## config.mk

```make
export PLATFORM = sky130hd
export DESIGN_NAME = awmc_prog
export DESIGN_NICKNAME = d
export VERILOG_FILES = /design/src/rtl/awmc_pkg.sv /design/src/rtl/awmc_timer.sv /design/src/rtl/awmc_prog.sv
export SDC_FILE = /design/constraint.sdc
export NUM_CORES = 1
export LEC_CHECK = 0
export ABC_AREA = 1
export CORE_UTILIZATION = 45
export DETAILED_ROUTE_END_ITERATION = 8
export GPL_ROUTABILITY_DRIVEN = 0
export PLACE_DENSITY = 0.71
export SLEW_MARGIN = 20
export SYNTH_ARGS = -nofsm -noshare
export SYNTH_HDL_FRONTEND = slang
export SYNTH_SLANG_ARGS = --single-unit
```

## constraint.sdc

```tcl
create_clock -name clk -period 1.63 [get_ports clk]
set_clock_uncertainty 0.2 [all_clocks]
set_input_delay 0.2445 -clock clk [delete_from_list [all_inputs] [get_ports clk]]
set_output_delay 0.2445 -clock clk [all_outputs]
set_load 0.02 [all_outputs]
```

## src/rtl/awmc_pkg.sv

```systemverilog
// awmc_pkg
// Shared definitions for the washing-machine program controller.
// Holds the stage encoding, the wash-mode encodings, the default stage
// durations and a helper that turns a duration into a down-counter load value.
package awmc_pkg;

    // Stage codes are visible on the stage output, so the values are fixed.
    typedef enum logic [2:0] {
        S_IDLE  = 3'd0,
        S_FILL  = 3'd1,
        S_WASH  = 3'd2,
        S_DRAIN = 3'd3,
        S_RINSE = 3'd4,
        S_SPIN  = 3'd5,
        S_DONE  = 3'd6,
        S_FAULT = 3'd7
    } stage_t;

    // Wash modes; the fourth encoding behaves as normal.
    localparam logic [1:0] MODE_QUICK  = 2'd0;
    localparam logic [1:0] MODE_NORMAL = 2'd1;
    localparam logic [1:0] MODE_HEAVY  = 2'd2;

    // Default durations and fill/drain timeout, in clock cycles.
    localparam int unsigned DEF_WASH_T_QUICK  = 20;
    localparam int unsigned DEF_WASH_T_NORMAL = 40;
    localparam int unsigned DEF_WASH_T_HEAVY  = 80;
    localparam int unsigned DEF_RINSE_T       = 16;
    localparam int unsigned DEF_SPIN_T        = 24;
    localparam int unsigned DEF_FILL_TMO      = 64;

    // The timer is loaded on entry to a stage and the stage ends on the
    // cycle it reads zero, so a stage of N cycles loads N-1. A duration of
    // zero is treated as a single cycle.
    function automatic int unsigned dur_to_load(input int unsigned dur);
        return (dur == 0) ? 0 : dur - 1;
    endfunction

endpackage

```

## src/rtl/awmc_timer.sv

```systemverilog
// awmc_timer
// Loadable, freezable down-counter with a saturating zero flag.
// Used for stage durations and for the fill/drain watchdog.
//
// Ports:
//   clk      - clock, rising edge
//   reset    - synchronous active-high reset, clears the count
//   load     - load load_val (has priority over dec)
//   load_val - value to load
//   dec      - decrement by one; ignored once the count is zero
//   zero     - high while the count is zero
module awmc_timer #(
    parameter int W = 8
) (
    input  logic         clk,
    input  logic         reset,
    input  logic         load,
    input  logic [W-1:0] load_val,
    input  logic         dec,
    output logic         zero
);

    logic [W-1:0] count;

    // The count holds at zero instead of wrapping, so a late or repeated
    // decrement can never turn an expired timer back into a long one.
    always_ff @(posedge clk) begin
        if (reset) begin
            count <= '0;
        end else if (load) begin
            count <= load_val;
        end else if (dec && (count != '0)) begin
            count <= count - 1'b1;
        end
    end

    assign zero = (count == '0);

endmodule

```

## src/rtl/awmc_prog.sv

```systemverilog
// awmc_prog
// Washing-machine program sequencer: FILL, WASH, DRAIN, optional
// FILL/RINSE/DRAIN loops, SPIN, DONE. Stage timing is counted only on
// unfrozen cycles; pause=1 or an open lid freezes the program.
//
// Optional feature: define AWMC_PROG_WATCHDOG_EN to enable the fill/drain
// timeout that drops the program into FAULT. Without it FILL and DRAIN wait
// forever for their sensor and fault is tied low.
//
// Ports:
//   clk, reset           - clock and synchronous active-high reset
//   start                - begins a program when sampled high in IDLE
//   pause                - freezes the program while high
//   lid                  - 1 = lid closed
//   mode                 - 0 quick, 1 normal, 2 heavy, 3 normal
//   rinse_cnt            - number of rinse passes
//   level_full/empty     - water-level sensors
//   stage                - current stage code
//   input_valve, output_drain, motor - actuator enables (registered)
//   done                 - one-cycle completion pulse
//   rinse_left           - rinse passes still to run
//   fault                - fill/drain timeout flag
module awmc_prog
    import awmc_pkg::*;
#(
    parameter int          TIME_W        = 8,
    parameter int          RC_W          = 2,
    parameter int unsigned WASH_T_QUICK  = DEF_WASH_T_QUICK,
    parameter int unsigned WASH_T_NORMAL = DEF_WASH_T_NORMAL,
    parameter int unsigned WASH_T_HEAVY  = DEF_WASH_T_HEAVY,
    parameter int unsigned RINSE_T       = DEF_RINSE_T,
    parameter int unsigned SPIN_T        = DEF_SPIN_T,
    parameter int unsigned FILL_TMO      = DEF_FILL_TMO
) (
    input  logic            clk,
    input  logic            reset,
    input  logic            start,
    input  logic            pause,
    input  logic            lid,
    input  logic [1:0]      mode,
    input  logic [RC_W-1:0] rinse_cnt,
    input  logic            level_full,
    input  logic            level_empty,
    output logic [2:0]      stage,
    output logic            input_valve,
    output logic            output_drain,
    output logic            motor,
    output logic            done,
    output logic [RC_W-1:0] rinse_left,
    output logic            fault
);

    localparam logic [TIME_W-1:0] WASH_Q_LD = TIME_W'(dur_to_load(WASH_T_QUICK));
    localparam logic [TIME_W-1:0] WASH_N_LD = TIME_W'(dur_to_load(WASH_T_NORMAL));
    localparam logic [TIME_W-1:0] WASH_H_LD = TIME_W'(dur_to_load(WASH_T_HEAVY));
    localparam logic [TIME_W-1:0] RINSE_LD  = TIME_W'(dur_to_load(RINSE_T));
    localparam logic [TIME_W-1:0] SPIN_LD   = TIME_W'(dur_to_load(SPIN_T));

    stage_t            state;
    logic [1:0]        mode_q;
    logic              first_fill;
    logic              frozen;
    logic [TIME_W-1:0] wash_ld;
    logic              st_load;
    logic [TIME_W-1:0] st_val;
    logic              st_dec;
    logic              st_zero;

    assign stage = state;

    // Freeze applies only to the active stages; IDLE, DONE and FAULT ignore it.
    always_comb begin
        frozen = 1'b0;
        if (state inside {S_FILL, S_WASH, S_DRAIN, S_RINSE, S_SPIN}) begin
            frozen = pause || !lid;
        end
    end

    // Wash length for the mode captured at start; mode 3 runs as normal.
    always_comb begin
        case (mode_q)
            MODE_QUICK: wash_ld = WASH_Q_LD;
            MODE_HEAVY: wash_ld = WASH_H_LD;
            default:    wash_ld = WASH_N_LD;
        endcase
    end

    // Stage timer control: load on the edge that enters a timed stage,
    // count down on every unfrozen cycle spent inside one.
    always_comb begin
        st_load = 1'b0;
        st_val  = '0;
        st_dec  = 1'b0;
        if (!frozen) begin
            case (state)
                S_FILL: begin
                    if (level_full) begin
                        st_load = 1'b1;
                        st_val  = first_fill ? wash_ld : RINSE_LD;
                    end
                end
                S_DRAIN: begin
                    if (level_empty && (rinse_left == '0)) begin
                        st_load = 1'b1;
                        st_val  = SPIN_LD;
                    end
                end
                S_WASH, S_RINSE, S_SPIN: st_dec = 1'b1;
                default: ;
            endcase
        end
    end

    awmc_timer #(.W(TIME_W)) u_stage_timer (
        .clk      (clk),
        .reset    (reset),
        .load     (st_load),
        .load_val (st_val),
        .dec      (st_dec),
        .zero     (st_zero)
    );

`ifdef AWMC_PROG_WATCHDOG_EN
    localparam logic [TIME_W-1:0] WD_LD = TIME_W'(dur_to_load(FILL_TMO));

    logic wd_load;
    logic wd_dec;
    logic wd_zero;

    // The watchdog sits preloaded outside FILL/DRAIN and is reloaded when a
    // sensor ends the stage, so every FILL and DRAIN starts a fresh timeout.
    always_comb begin
        wd_load = 1'b1;
        wd_dec  = 1'b0;
        if (state == S_FILL) begin
            wd_load = !frozen && level_full;
            wd_dec  = !frozen;
        end else if (state == S_DRAIN) begin
            wd_load = !frozen && level_empty;
            wd_dec  = !frozen;
        end
    end

    awmc_timer #(.W(TIME_W)) u_watchdog (
        .clk      (clk),
        .reset    (reset),
        .load     (wd_load),
        .load_val (WD_LD),
        .dec      (wd_dec),
        .zero     (wd_zero)
    );
`else
    assign fault = 1'b0;
`endif

    // Program sequencer. Actuator outputs are registered and describe the
    // stage being entered or held; a frozen cycle holds everything and
    // drives all actuators low. FAULT is left only through reset.
    always_ff @(posedge clk) begin
        if (reset) begin
            state        <= S_IDLE;
            mode_q       <= '0;
            first_fill   <= 1'b0;
            rinse_left   <= '0;
            input_valve  <= 1'b0;
            output_drain <= 1'b0;
            motor        <= 1'b0;
            done         <= 1'b0;
`ifdef AWMC_PROG_WATCHDOG_EN
            fault        <= 1'b0;
`endif
        end else begin
            input_valve  <= 1'b0;
            output_drain <= 1'b0;
            motor        <= 1'b0;
            done         <= 1'b0;
            if (!frozen) begin
                case (state)
                    S_IDLE: begin
                        if (start && lid && !pause) begin
                            state       <= S_FILL;
                            input_valve <= 1'b1;
                            mode_q      <= mode;
                            rinse_left  <= rinse_cnt;
                            first_fill  <= 1'b1;
                        end
                    end
                    S_FILL: begin
                        if (level_full) begin
                            first_fill <= 1'b0;
                            motor      <= 1'b1;
                            state      <= first_fill ? S_WASH : S_RINSE;
                        end
`ifdef AWMC_PROG_WATCHDOG_EN
                        else if (wd_zero) begin
                            state <= S_FAULT;
                            fault <= 1'b1;
                        end
`endif
                        else begin
                            input_valve <= 1'b1;
                        end
                    end
                    S_WASH: begin
                        if (st_zero) begin
                            state        <= S_DRAIN;
                            output_drain <= 1'b1;
                        end else begin
                            motor <= 1'b1;
                        end
                    end
                    S_RINSE: begin
                        if (st_zero) begin
                            state        <= S_DRAIN;
                            output_drain <= 1'b1;
                            rinse_left   <= rinse_left - 1'b1;
                        end else begin
                            motor <= 1'b1;
                        end
                    end
                    S_DRAIN: begin
                        if (level_empty) begin
                            if (rinse_left != '0) begin
                                state       <= S_FILL;
                                input_valve <= 1'b1;
                            end else begin
                                state        <= S_SPIN;
                                motor        <= 1'b1;
                                output_drain <= 1'b1;
                            end
                        end
`ifdef AWMC_PROG_WATCHDOG_EN
                        else if (wd_zero) begin
                            state <= S_FAULT;
                            fault <= 1'b1;
                        end
`endif
                        else begin
                            output_drain <= 1'b1;
                        end
                    end
                    S_SPIN: begin
                        if (st_zero) begin
                            state <= S_DONE;
                            done  <= 1'b1;
                        end else begin
                            motor        <= 1'b1;
                            output_drain <= 1'b1;
                        end
                    end
                    S_DONE: begin
                        state <= S_IDLE;
                    end
                    S_FAULT: begin
                        state <= S_FAULT;
                    end
                endcase
            end
        end
    end

endmodule

```

* After elaboration in Yosys (flattened, before gate mapping)
Cells that the tools add are included.
Widths: inputs -> output; s select.
** Word-level totals
- Output and inout bits :: 10
- Register bits after elaboration :: 20
- Word-level logic and storage cells :: 93
- Bits of input ports :: 11
** Cells by class
- Bitwise logic cells :: 2
- Add/sub/neg operators :: 2
- Muxes and demuxes :: 41
- Equal/unequal tests :: 14
- Reductions and logical operators :: 25
** Operators with widths (number)
- $mux 8 :: 5
- $mux 3 :: 7
- $pmux 3 s7 :: 1
- $mux 1 :: 17
- $pmux 8 s2 :: 1
- $pmux 7 s2 :: 1
- $eq 3x3->1 const B :: 4
- $ne 2x2->1 const B :: 5
- $pmux 1 s3 :: 3
- $logic_not 8->1 :: 1
- $reduce_and 4->1 :: 2
- $reduce_bool 2->1 :: 4
- $reduce_bool 8->1 :: 1
- $sub 8x1->8 const B :: 1
- $eq 3x2->1 const B :: 2
- $reduce_and 6->1 :: 1
- $reduce_or 3->1 :: 2
- $mux 5 :: 1
- $reduce_bool 5->1 :: 1
- $logic_and 1x1->1 :: 4
- $logic_not 2->1 :: 2
- $mux 2 :: 2
- $pmux 1 s2 :: 2
- $pmux 2 s2 :: 1
- other kinds (10) :: 13

* Logic depth before layout (Yosys ltp)
Gate-level depths: netlist of the first run.
- Depth in word-level cells :: 7
- Depth in mapped cells :: 11
- Gate-level depth less buffers :: 11

* Cells and area by module
From an unflattened synthesis of the first run, not the netlist that was laid out.
** Unflattened totals
- Cells, all modules :: 225
- Area total of the unflattened synthesis :: 1345.0 um^2
** By module, submodules not included
- awmc_prog :: instances 1, sequential area each 240.2 um^2, area each 744.5 um^2, cells an instance 121
- awmc_timer :: instances 1, sequential area each 160.2 um^2, area each 600.6 um^2, cells an instance 104

* Worst setup path before layout of the first run
Ideal clock, no wire load.
- Kind :: flip-flop to flip-flop
- From :: register state[2], in the netlist stage[2]
- To :: register u_stage_timer.count[2]
- Stages on the path, launching flop included :: 11
- Period minus slack after synthesis :: 1.703 ns
- Required time :: 1.317 ns
- Slack :: -0.073 ns
- Path buffers :: 1
- Data arrival time :: 1.390 ns
- Library setup time :: 0.113 ns
- Cells stage by stage :: dfxtp_1 buf_4 inv_1 nand2_1 nand3_2 nand2_2 nand3_4 nand2_8 inv_4 nor2_1 nor2_1
** Between the ends
- Longest elaborated chain between the ends :: 6
- Elaborated cells between the ends (all ways) :: 17
- Classes of those cells :: 5 x eq/ne; 8 x mux; 4 x reduce/logical
** RTL lines
- start, declared :: RTL line awmc_prog.sv:59 : stage_t state;
- start signal, assigned :: RTL line awmc_prog.sv:192 : state <= first_fill ? S_WASH : S_RINSE;
- $eq 3x1->1, or another cell as far along :: RTL line awmc_prog.sv:74, awmc_prog.sv:95
- $reduce_bool 5->1 or $reduce_or 3->1 (tied branches)
- $mux 1, on equally long branches :: RTL line awmc_prog.sv:74, awmc_prog.sv:95
- $mux 1 :: RTL line awmc_prog.sv:94 : if (!frozen) begin
- $logic_and 1x1->1 :: RTL line awmc_timer.sv:32 : end else if (dec && (count != '0)) begin
- $reduce_bool 2->1 (no line)
- end signal, assigned :: RTL line awmc_timer.sv:31 : count <= load_val;
- end signal, assigned :: RTL line awmc_timer.sv:33 : count <= count - 1'b1;
- end, declared :: RTL line awmc_timer.sv:23 : logic [W-1:0] count;
Parallel ways exist; a longest one is shown, timed or not.
A chain may end at the register's enable or synchronous reset.

* Worst setup path in the final report of the first run
- From :: register u_stage_timer.count[0]
- To :: register state[0], in the netlist stage[0]
** Between the ends
- Longest elaborated chain between the ends :: 3
- Elaborated cells between the ends (all ways) :: 4
- Classes of those cells :: 2 x eq/ne; 2 x reduce/logical
** RTL lines
- $logic_not 8->1 (*) :: RTL line awmc_timer.sv:37 : assign zero = (count == '0);
- $ne 2x2->1 (no line) or $ne 2x1->1 (tied branches)
- $reduce_and 6->1 (no line) (*)
Mark *: on every way between the ends. The rest lies on a longest branch, timed or not.

==> out/qor.yml, run 1 <==
clocking:
  clockBufferDepth: 2
  postCtsHoldBufs: 0
  cts_tree: "yes"
  htree_levels: 1
  clk_pin_slew_ns: 0.12
  cts_made_buffers: 3
  insertion_delay_ns: 0.31
  clock-sinks: 20
  clockRootBuffer: "clkbuf_4"
setup_path:
  r2r_slack_ns: 0.04
  end_kind: "flop"
  worst_setup_path_start_kind: "flop"
  crit_arrival_ns: 1.63
  critPathMaxFanout: 5
  worstPathRequired_ns: 1.67
  crit_type: "reg2reg"
synth:
  synth_seq_cells: 20
  yosys.area_share.simple_pct: 44.8
  synth_xor_area_share_pct: 1.88
  synth_compound_area_share_pct: 10.9
  synth.distinct_cells: 28
  muxShareOfSynthArea_pct: 0
  yosysTopAreaCellShare_pct: 28.7
  ys_seq_area_share_pct: 28.7
  syn_area_um2: 1400
  syn_area_per_cell_um2: 6.68
  synthAdderAreaFrac_pct: 2.69
  synth_top_family_by_area: "simple AND/OR/NAND/NOR gates"
  synthTopCellsByArea: "dfxtp_1, nand2_1, nor2_1"
  synth_fp_nets: 223
  yosysTopAreaCell: "dfxtp_1"
  syn_inst: 209
  yosysWarnings: 0
pwr:
  peakVddDrop_mv: 1.10
  power_w: 0.00422
  p_leak_nw: 0.947
  power_density_nw_per_um2: 2180
global_routing:
  antenna_found_initial: 0
  grt_max_degree: 13
  grt_pass1_wl_um: 5520
  grt_pass1_vias: 1288
  grt-ovfl-total: 0
  gr-usage-all-layers_pct: 21.2
place:
  hpwl_um: 2490
  port_buffers: 19
  dp_cells: 283
sta:
  finalCritPeriodShare_pct: 97.6
  rsz0062_at_grt: "true"
  final.setup.tns_ns: 0
  setup_viol: 0
  fmaxAchievable_ghz: 0.629
  slew_violations: 0
  hold_viol: 0
  period_minus_slack_ns: 1.59
finish:
  finalNonFillerCells: 291
  finish.net_count: 275
  antenna_cells: 0
  final_cell_mix: "nand2_1, buf_4, nor2_1, inv_1, dfxtp_1"
  layout_commonest_cell: "nand2_1"
  area_growth_pct: 38.8
  layout-drive-gt1-share_pct: 31.9
  final_util_pct: 67.9
floorplan:
  die-height_um: 57.7
  die_w_um: 57.7
  core_area_um2: 2850
  rows: 19
  ioPinCount: 21
  die-area_um2: 3330
  start_util_pct: 48.9
route:
  drt-wirelength-per-cell_um: 11.3
  vias: 1385
  viasPerCell: 4.76
  drc: 2
  ant_nets: 0
  wl_um: 3300
  drt_iter0_drc: 38
  drtPass1Iterations: 6
run_status:
  violations: "design-rule violations"
  outcome: "complete, but fails checks"
flow_run:
  maxCapViolations: 0
worst_hold_path:
  min_path_type: "reg2reg"
==> critical path, cell delays in order, from the launching register on <==
cell and delay, ns:
dfxtp_2 0.34, inv_2 0.05, ha_2 0.15, inv_1 0.05, nor2_2 0.10, nand2_2 0.11, buf_6 0.15, a21oi_1 0.14
nand3_1 0.11, a21oi_2 0.12
==> cell type report <==
cell class	count	area, um2
Fill cell	253	915
Clock inverter	1	30.0
Multi-Input combinational cell	155	892
Clock buffer	3	22.5
Tap cell	31	38.8
Timing Repair Buffer	51	423
Sequential cell	20	414
Inverter	30	118
==> registers in the layout (all words and copies together) (netlist names) <==
register and count:
done 1, input_valve 1, rinse_left 2, u_stage_timer.count 8, mode_q 2, motor 1
stage 3, output_drain 1, first_fill 1
==> stage by stage <==
stage | hold slack, ns | setup slack, ns | area, um2
after floorplan | 0.106 | 0.00659 | 1400
after global placement | 0.283 | -0.159 | 1800
after detailed placement | 0.291 | -0.200 | 1800
after CTS | 0.303 | 0.00783 | 1850
after global routing | 0.345 | -0.0504 | 1940
final | 0.307 | 0.0396 | 1940
==> cell families after synthesis <==
| family | Yosys count |
|---|---|
| AND/OR/NAND/NOR | 120 |
| other | 1 |
| adder cells (fa/ha/maj) | 3 |
| flip-flops | 20 |
| XOR/XNOR | 3 |
| buffers and inverters | 34 |
| AO/OA/AOI/OAI | 28 |
==> timing repair <==
item / 4_1_cts / 5_1_grt
setup endpoints to repair: 15 / 16
pin swaps: 1 / 11
gates cloned: 0 / 0
setup buffers: 0 / 4
resized for setup: 11 / 23
==> synth_stat cells, drive strengths merged <==
cell type	count
o21bai	1
nand4	1
ha	3
nand2	61
conb	1
nand3	20
a21oi	10
a31oi	2
inv	30
dfxtp	20
xor2	3
nor3	2
nor2	36
o21ai	15
buf	4
==> worst paths after layout <==
| check | from | endpoint | cells past startpoint |
|---|---|---|---|
| max reg2reg | u_stage_timer.count[0] | stage[0] | 9 |
| min reg2reg | mode_q[0] | mode_q[0] | 2 |
| min | mode_q[0] | mode_q[0] | 2 |
| max | u_stage_timer.count[0] | stage[0] | 9 |
==> power by group <==
group | total (W) | internal (W) | switching (W) | leakage [nW]
Clock | 0.000407 | 0.000249 | 0.000159 | 0.0279
Sequential | 0.000810 | 0.000668 | 0.000142 | 0.166
Combinational | 0.00301 | 0.00127 | 0.00173 | 0.752
Total | 0.00422 | 0.00219 | 0.00204 | 0.947
==> per-layer routing <==
layer	up-vias	GRT usage, %	share of wire [%]
met2	32	32.7	44
met5	-	0	0
li1	756	-	-
met3	4	5.13	3.9
met4	0	5.10	1.4
met1	593	29.9	51
No activity file was read; power rests on OpenSTA's default activity.
==> run 2: changes to the inputs <==
Settings changed: PLACE_DENSITY 0.71 to 0.68.
Clock period 1.63 ns to 1.5 ns, I/O delays scaled along.
==> out/qor.yml, run 2 (synthesized netlist as in run 1, its figures left out) <==
run_status:
  outcome: "complete, but fails checks"
  violations: "design-rule violations, negative setup slack"
sta:
  period_minus_slack_ns: 1.57  # -0.0219 ns
  setup_viol: 8  # +8
  hold_viol: 0  # unchanged
  finalCritPeriodShare_pct: 105  # +7.0 points
  slew_violations: 0  # unchanged
  rsz0062_at_grt: "true"
  fmaxAchievable_ghz: 0.638  # +1.4%
  finalWorstSetupSlack_ns: -0.0685  # -0.108 ns
finish:
  antenna_cells: 0  # unchanged
  finish.net_count: 283  # +2.9%
  final_util_pct: 73.9  # +6.0 points
  largest_reg_flops: 8  # unchanged
  layout-drive-gt1-share_pct: 41.8  # +9.9 points
  top_register: "u_stage_timer.count"
  layout_commonest_cell: "nand2_1"
  area_growth_pct: 51.1
  final_cell_mix: "nand2_1, buf_4, nor2_1, inv_1, nand3_1"
global_routing:
  grt_pass1_wl_um: 6500  # +18%
  grt_max_degree: 13  # unchanged
  antenna_found_initial: 0  # unchanged
  gr-usage-all-layers_pct: 25.1  # +3.9 points
  grt_pass1_vias: 1447  # +12%
  grt-ovfl-total: 0  # unchanged
setup_path:
  r2r-start: "u_stage_timer.count[1]"
  end_kind: "flop"
  max_stage_delay_ns: 0.35  # about the same
  critPathMaxFanout: 4  # -1
  crit_start: "u_stage_timer.count[1]"
  crit_type: "reg2reg"
  reg2regPathDepth: 11  # +2
  crit_arrival_ns: 1.59  # -0.04 ns
  crit_path_cell_trace: "inv_2 > ha_4 > inv_2 > nor2_4 > nand2_4 > nand2_2 > nand2_2 > nor2_4 > nand2_1 > nand2_1 > nor2_1"
  worst_setup_path_start_kind: "flop"
  worstPathRequired_ns: 1.52  # -0.15 ns
  critPathSlowestCell: "dfxtp_2"
route:
  drt-wirelength-per-cell_um: 12.7  # +12%
  viasPerCell: 5.09  # +7.0%
  vias: 1522  # +9.9%
  drc: 2  # unchanged
  drtPass1Iterations: 8  # +2
  ant_nets: 0  # unchanged
  wl_um: 3790  # +15%
  drt_iter0_drc: 49  # +29%
clocking:
  clockBufferDepth: 2  # unchanged
  clockRootBuffer: "clkbuf_4"
  htree_levels: 1  # unchanged
  insertion_delay_ns: 0.32  # about the same
  clk_pin_slew_ns: 0.14  # +0.02 ns
  clock-sinks: 20  # unchanged
  cts_made_buffers: 3  # unchanged
  postCtsHoldBufs: 0  # unchanged
  cts_tree: "yes"
worst_hold_path:
  min_from: "mode[1]"
  hold_depth: 3  # +1
  min_path_type: "in2reg"
floorplan:
  die_w_um: 57.7  # unchanged
  ioPinCount: 21  # unchanged
  rows: 19  # unchanged
  start_util_pct: 48.9  # unchanged
  die-area_um2: 3330  # unchanged
  die-height_um: 57.7  # unchanged
  core_area_um2: 2850  # unchanged
pwr:
  power_density_nw_per_um2: 2460  # +13%
  peakVddDrop_mv: 1.51  # +38%
  power_w: 0.00519  # +23%
  p_leak_nw: 1.02  # +7.4%
place:
  hpwl_um: 2790  # +12%
  port_buffers: 19  # unchanged
flow_run:
  maxCapViolations: 0  # unchanged
run 2: changes by cell type in the layout (fill, tap and decap cells not counted), moves of 4 or more:
cell and delta:
buf_6 +4, inv_1 -4, dfxtp_1 -5, dfxtp_2 +5
run 2: final timing paths:
kind / to / slack, ns
setup reg to reg: stage[1] / -0.07
hold / removal: mode_q[1] / 0.29
setup / recovery: stage[1] / -0.07
hold reg to reg: u_stage_timer.count[3] / 0.32
run 2: cell type report:
type	instances	area, um2
clock buffers	4	47.5
fillers	218	743
inverters	30	120
multi-input cells	156	985
flip-flops and latches	20	420
well taps	31	38.8
repair buffers	58	498
run 2: timing repair:
item | CTS | global route
cloned | 1 | 0
endpoints found under the setup margin | 24 | 19
pin swaps | 16 | 12
buffers inserted | 4 | 4
resized for setup | 43 | 21
run 2: per-layer routing:
metal  track usage [%]  vias to the layer above  part of all wire (%)
met5                 0                        -                     0
met4              7.14                        0                   2.1
li1                  -                      781                     -
met3              2.46                        9                   4.6
met2              43.7                       38                    48
met1              33.2                      694                    45
run 2: report_power, final:
part	internal [W]	switching, W
Clock	0.000204	0.000196
Combinational	0.00171	0.00216
Sequential	0.000736	0.000184
Total	0.00265	0.00254
run 2: worst max-delay path, delay by kind of cell (launching register included):
kind,cells,cell delay [ns]
buffers and inverters,2,0.10
adder cells (fa/ha/maj),1,0.12
AND/OR/NAND/NOR,8,0.69
flip-flops,1,0.35
run 2: stage by stage:
step | instances | setup WS [ns] | hold WS [ns] | setup TNS (ns) | instance area [um2]
floorplan | 209 | -0.00992 | 0.0844 | -0.0437 | 1420
finish | 299 | -0.0685 | 0.292 | -0.379 | 2110
global placement | 286 | -0.262 | 0.284 | -3.81 | 1850
detailed placement | 286 | -0.313 | 0.295 | -4.47 | 1850
global route | 299 | -0.145 | 0.335 | -1.43 | 2110
CTS | 295 | -0.0892 | 0.293 | -0.361 | 2030
